$ cat src/rtl/mem_arb_pkg.sv
// Shared types and constants for the two-requester main-memory arbiter.
package mem_arb_pkg;

  typedef enum logic [2:0] {
    IDLE,
    GRANT,
    ISSUE,
    WAIT,
    CAPTURE,
    DONE
  } arbState_t;

  localparam logic REQ_IC = 1'b0;
  localparam logic REQ_DC = 1'b1;

  localparam int DEFAULT_MEM_LAT = 4;

endpackage

$ cat src/rtl/mem_arb_rr.sv
// Two-way round-robin picker: a lone request wins, a tie goes to whoever
// did not win last time.
module mem_arb_rr
  import mem_arb_pkg::*;
(
  input  logic icReq,
  input  logic dcReq,
  input  logic lastWinner,
  output logic winValid,
  output logic winId
);

  // Pick the winner from the current requests and the previous winner
  always_comb begin
    winValid = icReq | dcReq;
    winId    = REQ_IC;
    if (icReq && dcReq) begin
      winId = ~lastWinner;
    end else if (dcReq) begin
      winId = REQ_DC;
    end
  end

endmodule

$ cat src/rtl/mem_arb.sv
// Arbiter sharing one main-memory port between the I-cache fill path and the
// D-cache fill/writeback path. One transaction in flight at a time.
module mem_arb
  import mem_arb_pkg::*;
#(
  parameter int ADDR_W  = 16,
  parameter int DATA_W  = 16,
  parameter int MEM_LAT = DEFAULT_MEM_LAT
) (
  input  logic              clk,
  input  logic              rst,
  input  logic              ic_req,
  input  logic [ADDR_W-1:0] ic_addr,
  output logic              ic_grant,
  output logic              ic_done,
  output logic [DATA_W-1:0] ic_data_out,
  input  logic              dc_req,
  input  logic              dc_wr,
  input  logic [ADDR_W-1:0] dc_addr,
  input  logic [DATA_W-1:0] dc_data_in,
  output logic              dc_grant,
  output logic              dc_done,
  output logic [DATA_W-1:0] dc_data_out,
  output logic [ADDR_W-1:0] mem_addr,
  output logic [DATA_W-1:0] mem_data_in,
  output logic              mem_rd,
  output logic              mem_wr,
  input  logic              mem_stall,
  input  logic [DATA_W-1:0] mem_data_out,
  output logic              busy
);

  localparam int CNT_W = $clog2(MEM_LAT + 1);
  localparam logic [CNT_W-1:0] LAT_LOAD = CNT_W'(MEM_LAT - 1);

  arbState_t         state;
  arbState_t         nextState;
  logic              rrValid;
  logic              rrId;
  logic              winIdReg;
  logic              lastWinner;
  logic              latchWr;
  logic [ADDR_W-1:0] latchAddr;
  logic [DATA_W-1:0] latchData;
  logic [CNT_W-1:0]  cnt;

  mem_arb_rr picker (
    .icReq      (ic_req),
    .dcReq      (dc_req),
    .lastWinner (lastWinner),
    .winValid   (rrValid),
    .winId      (rrId)
  );

  // State register
  always_ff @(posedge clk or posedge rst) begin
    if (rst) begin
      state <= IDLE;
    end else begin
      state <= nextState;
    end
  end

  // Next-state logic; the latency counter ends WAIT after MEM_LAT-1 cycles
  always_comb begin
    nextState = state;
    case (state)
      IDLE:    if (rrValid) nextState = GRANT;
      GRANT:   nextState = ISSUE;
      ISSUE:   if (!mem_stall) nextState = WAIT;
      WAIT:    if (cnt <= CNT_W'(1)) nextState = CAPTURE;
      CAPTURE: nextState = DONE;
      DONE:    nextState = IDLE;
      default: nextState = IDLE;
    endcase
  end

  // Capture the winner and its transaction as IDLE hands over to GRANT
  always_ff @(posedge clk or posedge rst) begin
    if (rst) begin
      winIdReg   <= REQ_IC;
      lastWinner <= REQ_IC;
      latchWr    <= 1'b0;
      latchAddr  <= '0;
      latchData  <= '0;
    end else if (state == IDLE && rrValid) begin
      winIdReg   <= rrId;
      lastWinner <= rrId;
      latchWr    <= (rrId == REQ_DC) && dc_wr;
      latchAddr  <= (rrId == REQ_DC) ? dc_addr : ic_addr;
      latchData  <= (rrId == REQ_DC) ? dc_data_in : '0;
    end
  end

  // Latency down-counter, loaded when memory accepts the command
  always_ff @(posedge clk or posedge rst) begin
    if (rst) begin
      cnt <= '0;
    end else if (state == ISSUE && !mem_stall) begin
      cnt <= LAT_LOAD;
    end else if (state == WAIT && cnt != '0) begin
      cnt <= cnt - 1'b1;
    end
  end

  // Register read data for the winner; writes leave the old value in place
  always_ff @(posedge clk or posedge rst) begin
    if (rst) begin
      ic_data_out <= '0;
      dc_data_out <= '0;
    end else if (state == CAPTURE && !latchWr) begin
      if (winIdReg == REQ_DC) begin
        dc_data_out <= mem_data_out;
      end else begin
        ic_data_out <= mem_data_out;
      end
    end
  end

  // Pulses and memory command decoded from state and the latches
  always_comb begin
    ic_grant    = (state == GRANT) && (winIdReg == REQ_IC);
    dc_grant    = (state == GRANT) && (winIdReg == REQ_DC);
    ic_done     = (state == DONE) && (winIdReg == REQ_IC);
    dc_done     = (state == DONE) && (winIdReg == REQ_DC);
    mem_addr    = latchAddr;
    mem_data_in = latchData;
    mem_rd      = (state == ISSUE) && !latchWr;
    mem_wr      = (state == ISSUE) && latchWr;
    busy        = (state != IDLE);
  end

endmodule
$ cat config.mk
export PLATFORM = sky130hd
export DESIGN_NAME = mem_arb
export DESIGN_NICKNAME = d
export VERILOG_FILES = /design/src/rtl/mem_arb_pkg.sv /design/src/rtl/mem_arb_rr.sv /design/src/rtl/mem_arb.sv
export SDC_FILE = /design/constraint.sdc
export NUM_CORES = 1
export LEC_CHECK = 0
export CORE_ASPECT_RATIO = 1.2
export CORE_MARGIN = 2
export CORE_UTILIZATION = 35
export CTS_CLUSTER_DIAMETER = 150
export CTS_CLUSTER_SIZE = 20
export DETAILED_ROUTE_END_ITERATION = 16
export GPL_TIMING_DRIVEN = 0
export PLACE_DENSITY_LB_ADDON = 0.05
export SETUP_SLACK_MARGIN = 0.02
export SLEW_MARGIN = 40
export SYNTH_ARGS = -nofsm -noshare
export SYNTH_HDL_FRONTEND = slang
export SYNTH_SLANG_ARGS = --single-unit
$ cat constraint.sdc
create_clock -name clk -period 6.9 [get_ports clk]
set_clock_uncertainty 0.1 [all_clocks]
set_input_delay 1.725 -clock clk [delete_from_list [all_inputs] [get_ports clk]]
set_output_delay 1.725 -clock clk [all_outputs]
set_load 0.005 [all_outputs]
==> impl_metrics.csv <==
group,metric,value,unit
routing,drc,0,
timing,final-hold-violation-count,0,
cells_and_area,fin_area,4966,sq um
placement,place.gp.congestion,0.7925,
clock_network,cts_tree,"yes",
job,maxCapViolCount,0,
routing,postRouteAntennaNets,0,
run_status,status,"finished clean",
synth,yosysSeqAreaShare,57.05,%
routing,drtIter0Drc,112,
synth,synth_top_area_share,57.05,%
timing,setup_violations,0,
die,dieWidth,90.71,microns
critical_path,cp-startpoint,"state[1]",
critical_path,reg2reg_to,"mem_addr[4]",
timing,max_slew_margin,53.35,%
cells_and_area,final_core_util,57.36,%
global_route,grt_pass1_wl,13.52,mm
power,p_total,1.850,mW
clock_network,cts_buffers,9,
routing,met1Wirelength,3.712,mm
clock_network,insertion_delay,0.34,ns
routing,wl_met2,3.898,mm
routing,dr.pass1.iters,4,
power,pwr_density_cell,372.5,nW/um^2
timing,tns,0,ns
global_route,grt_pass1_vias,2653,
cells_and_area,layout-drive-gt1-share,20.74,%
cells_and_area,fillers,760,
timing,rsz0062_at_grt,"no",
synth,synth_fp_nets,321,
power,leakagePower,2.053,nW
clock_network,path_clk_slew,0.07,ns
global_route,grt_use_total,17.49,%
synth,synth.yosys.warnings,0,
placement,dpl_cell_area,4738,sq um
critical_path,cp_max_fo,10,
timing,slew_violations,0,
critical_path,critical-path-max-stage-delay,0.53,ns
placement,dp_hpwl,5.892,mm
die,io_pins,141,
critical_path,cp.arrival,2.10,ns
power,ir_drop,0.2111,mV
synth,avgSynthCellArea,12.73,sq um
timing,worst_hold_slack,0.4051,ns
synth,syn-cell-area,3158,sq um
critical_path,cp_cell_sequence,"nor3_4, inv_2, buf_2, buf_2, clkdlybuf4s50_1",
die,rows,37,
timing,period_minus_slack,3.929,ns
global_route,grt_overflow_total,0,
die,start_util,36.48,%
synth,ys_types,43,
routing,wl_met3,614,microns
routing,num_vias,2559,
routing,top_layer,"met4",
global_route,grt_max_degree,57,
timing,setup_ws,2.971,ns
die,die_h,108.1,microns
clock_network,clockBufferDepth,2,
cells_and_area,areaGrowthSynthToFinish,57.25,%
placement,io_buffers,140,
synth,synthCells,248,
synth,synth_top_cell_by_area,"dfrtp_1",
timing,worstMarginPinSlew,0.6971,ns
critical_path,critPathRequiredTime,5.08,ns
global_route,antenna_found_initial,0,
routing,wirelength,8.328,mm
clock_network,h-tree-depth,3,
cells_and_area,multi_input_area,1255,sq um
synth,yosys-top-cells-area,"dfrtp_1 57%, mux2_2 7.8%, o221a_2 5.7%",
clock_network,clockRootBuffer,"clkbuf_8",
clock_network,cts_setup_buffers,0,
cells_and_area,seqCellArea,1802,sq um
critical_path,cp_common_cell,"buf_2",
critical_path,crit_end,"busy",
hold_path,min_path_type,"flip-flop to flip-flop",
placement,dp.cells,506,
clock_network,cts.sinks,72,
timing,clock.fmax,254.5,MHz
critical_path,reg2reg_depth,4,
clock_network,hold_buffers,0,
die,coreArea,8657,sq um
cells_and_area,final_cell_count_no_fill,522,
routing,routedWlPerCell,15.95,microns
placement,place_ws,3.166,ns
timing,fin_crit_sh,56.95,%
critical_path,worstReg2RegStart,"state[1]",
critical_path,reg2reg_slack,4.98,ns
critical_path,worstSetupStartpointType,"flip-flop",
critical_path,critPathSlowestCell,"clkdlybuf4s50_1",
critical_path,endpoint_kind,"primary output",
clock_network,cts_resized,0,
synth,synth-seq-cells,72,
cells_and_area,diodes,0,
routing,viasPerCell,4.902,
cells_and_area,nets,473,
critical_path,critPathKind,"flip-flop to primary output",
die,dieArea,9802,sq um
## power by group
group          total (mW)  switching [mW]  internal [mW]
Sequential          0.694           0.100          0.594
Clock               0.384           0.166          0.217
Combinational       0.772           0.273          0.499
## critical path, delay by kind of cell (launching register included)
kind	cells	cell delay, ns
buf+inv	4	1.15
flops	1	0.52
simple gates	1	0.10
## layout make-up
type | count | area share [%]
clock buffer | 11 | 2.847
sequential | 72 | 36.28
clock inverter | 5 | 1.738
timing repair buffer | 141 | 28.77
buffer | 15 | 1.663
multi-input combinational | 156 | 25.27
tap | 117 | 2.948
inverter | 5 | 0.4787
## state kept, by name, summed over array words and instances, names as in the netlist
| name | cells |
|---|---|
| ic_data_out | 16 |
| cnt | 3 |
| dc_data_out | 16 |
| latchWr | 1 |
| mem_data_in | 16 |
| state | 3 |
| mem_addr | 16 |
| lastWinner | 1 |
## cells in the final DEF (no fill, tap or decap), drive strengths merged, types with 2 or more instances in the layout
cell and n:
o21ai 36, inv 7, nand2b 2, mux2 32, clkbuf 17, a22o 3, clkdlybuf4s50 140, nor2 4
a31oi 2, bufinv 2, dfrtp 72, or3 16, o221a 16, nand2 18, a21oi 2, buf 10
ha 3, nor3 2, and4bb 3
## worst min-delay path by stage
stage / start / end / slack [ns] / cells after the start
global placement: mem_data_in[0] / mem_data_in[0] / 0.39 / 2
CTS: dc_data_out[13] / dc_data_out[13] / 0.41 / 1
floorplan: mem_data_in[10] / mem_data_in[10] / 0.40 / 2
global route: dc_data_out[3] / dc_data_out[3] / 0.43 / 1
finish: mem_data_in[1] / mem_data_in[1] / 0.41 / 2
detailed placement: dc_data_out[13] / dc_data_out[13] / 0.39 / 1
## metal layers
layer | track usage, % | up-vias
met3 | 5.087 | 7
met2 | 27.72 | 94
li1 | - | 1220
met1 | 22.67 | 1238
met4 | 6.923 | 0
met5 | 0 | -
## cells by family (layout without fill, tap and decap cells)
| logic type | Yosys count | in the layout | share of synthesized area (%) |
|---|---|---|---|
| flip-flops | 72 | 72 | 57.05 |
| AO/OA/AOI/OAI | 66 | 66 | 14.90 |
| AND/OR/NAND/NOR | 55 | 55 | 11.05 |
| multiplexers | 32 | 32 | 12.60 |
| buffers and inverters | 20 | 177 | 3.209 |
| adder cells (fa/ha/maj) | 3 | 3 | 1.189 |
## cell usage after synthesis, drive strengths merged
master / instances
a21oi: 2
o21ai: 36
nor3b: 1
nand2: 18
nand4b: 1
and4: 1
mux2: 32
a311oi: 1
ha: 3
nor2b: 1
or3: 16
nand3b: 1
nor2: 4
a211oi: 1
o22ai: 1
o31ai: 1
or3b: 1
nand2b: 2
a31oi: 2
a21boi: 1
a21bo: 1
buf: 9
o211a: 1
nor3: 2
or2b: 1
nand3: 1
inv: 5
and4b: 1
and4bb: 3
a22o: 3
dfrtp: 72
o221a: 16
clkbuf: 6
nor4b: 1
No activity file was read; power rests on OpenSTA's default activity.
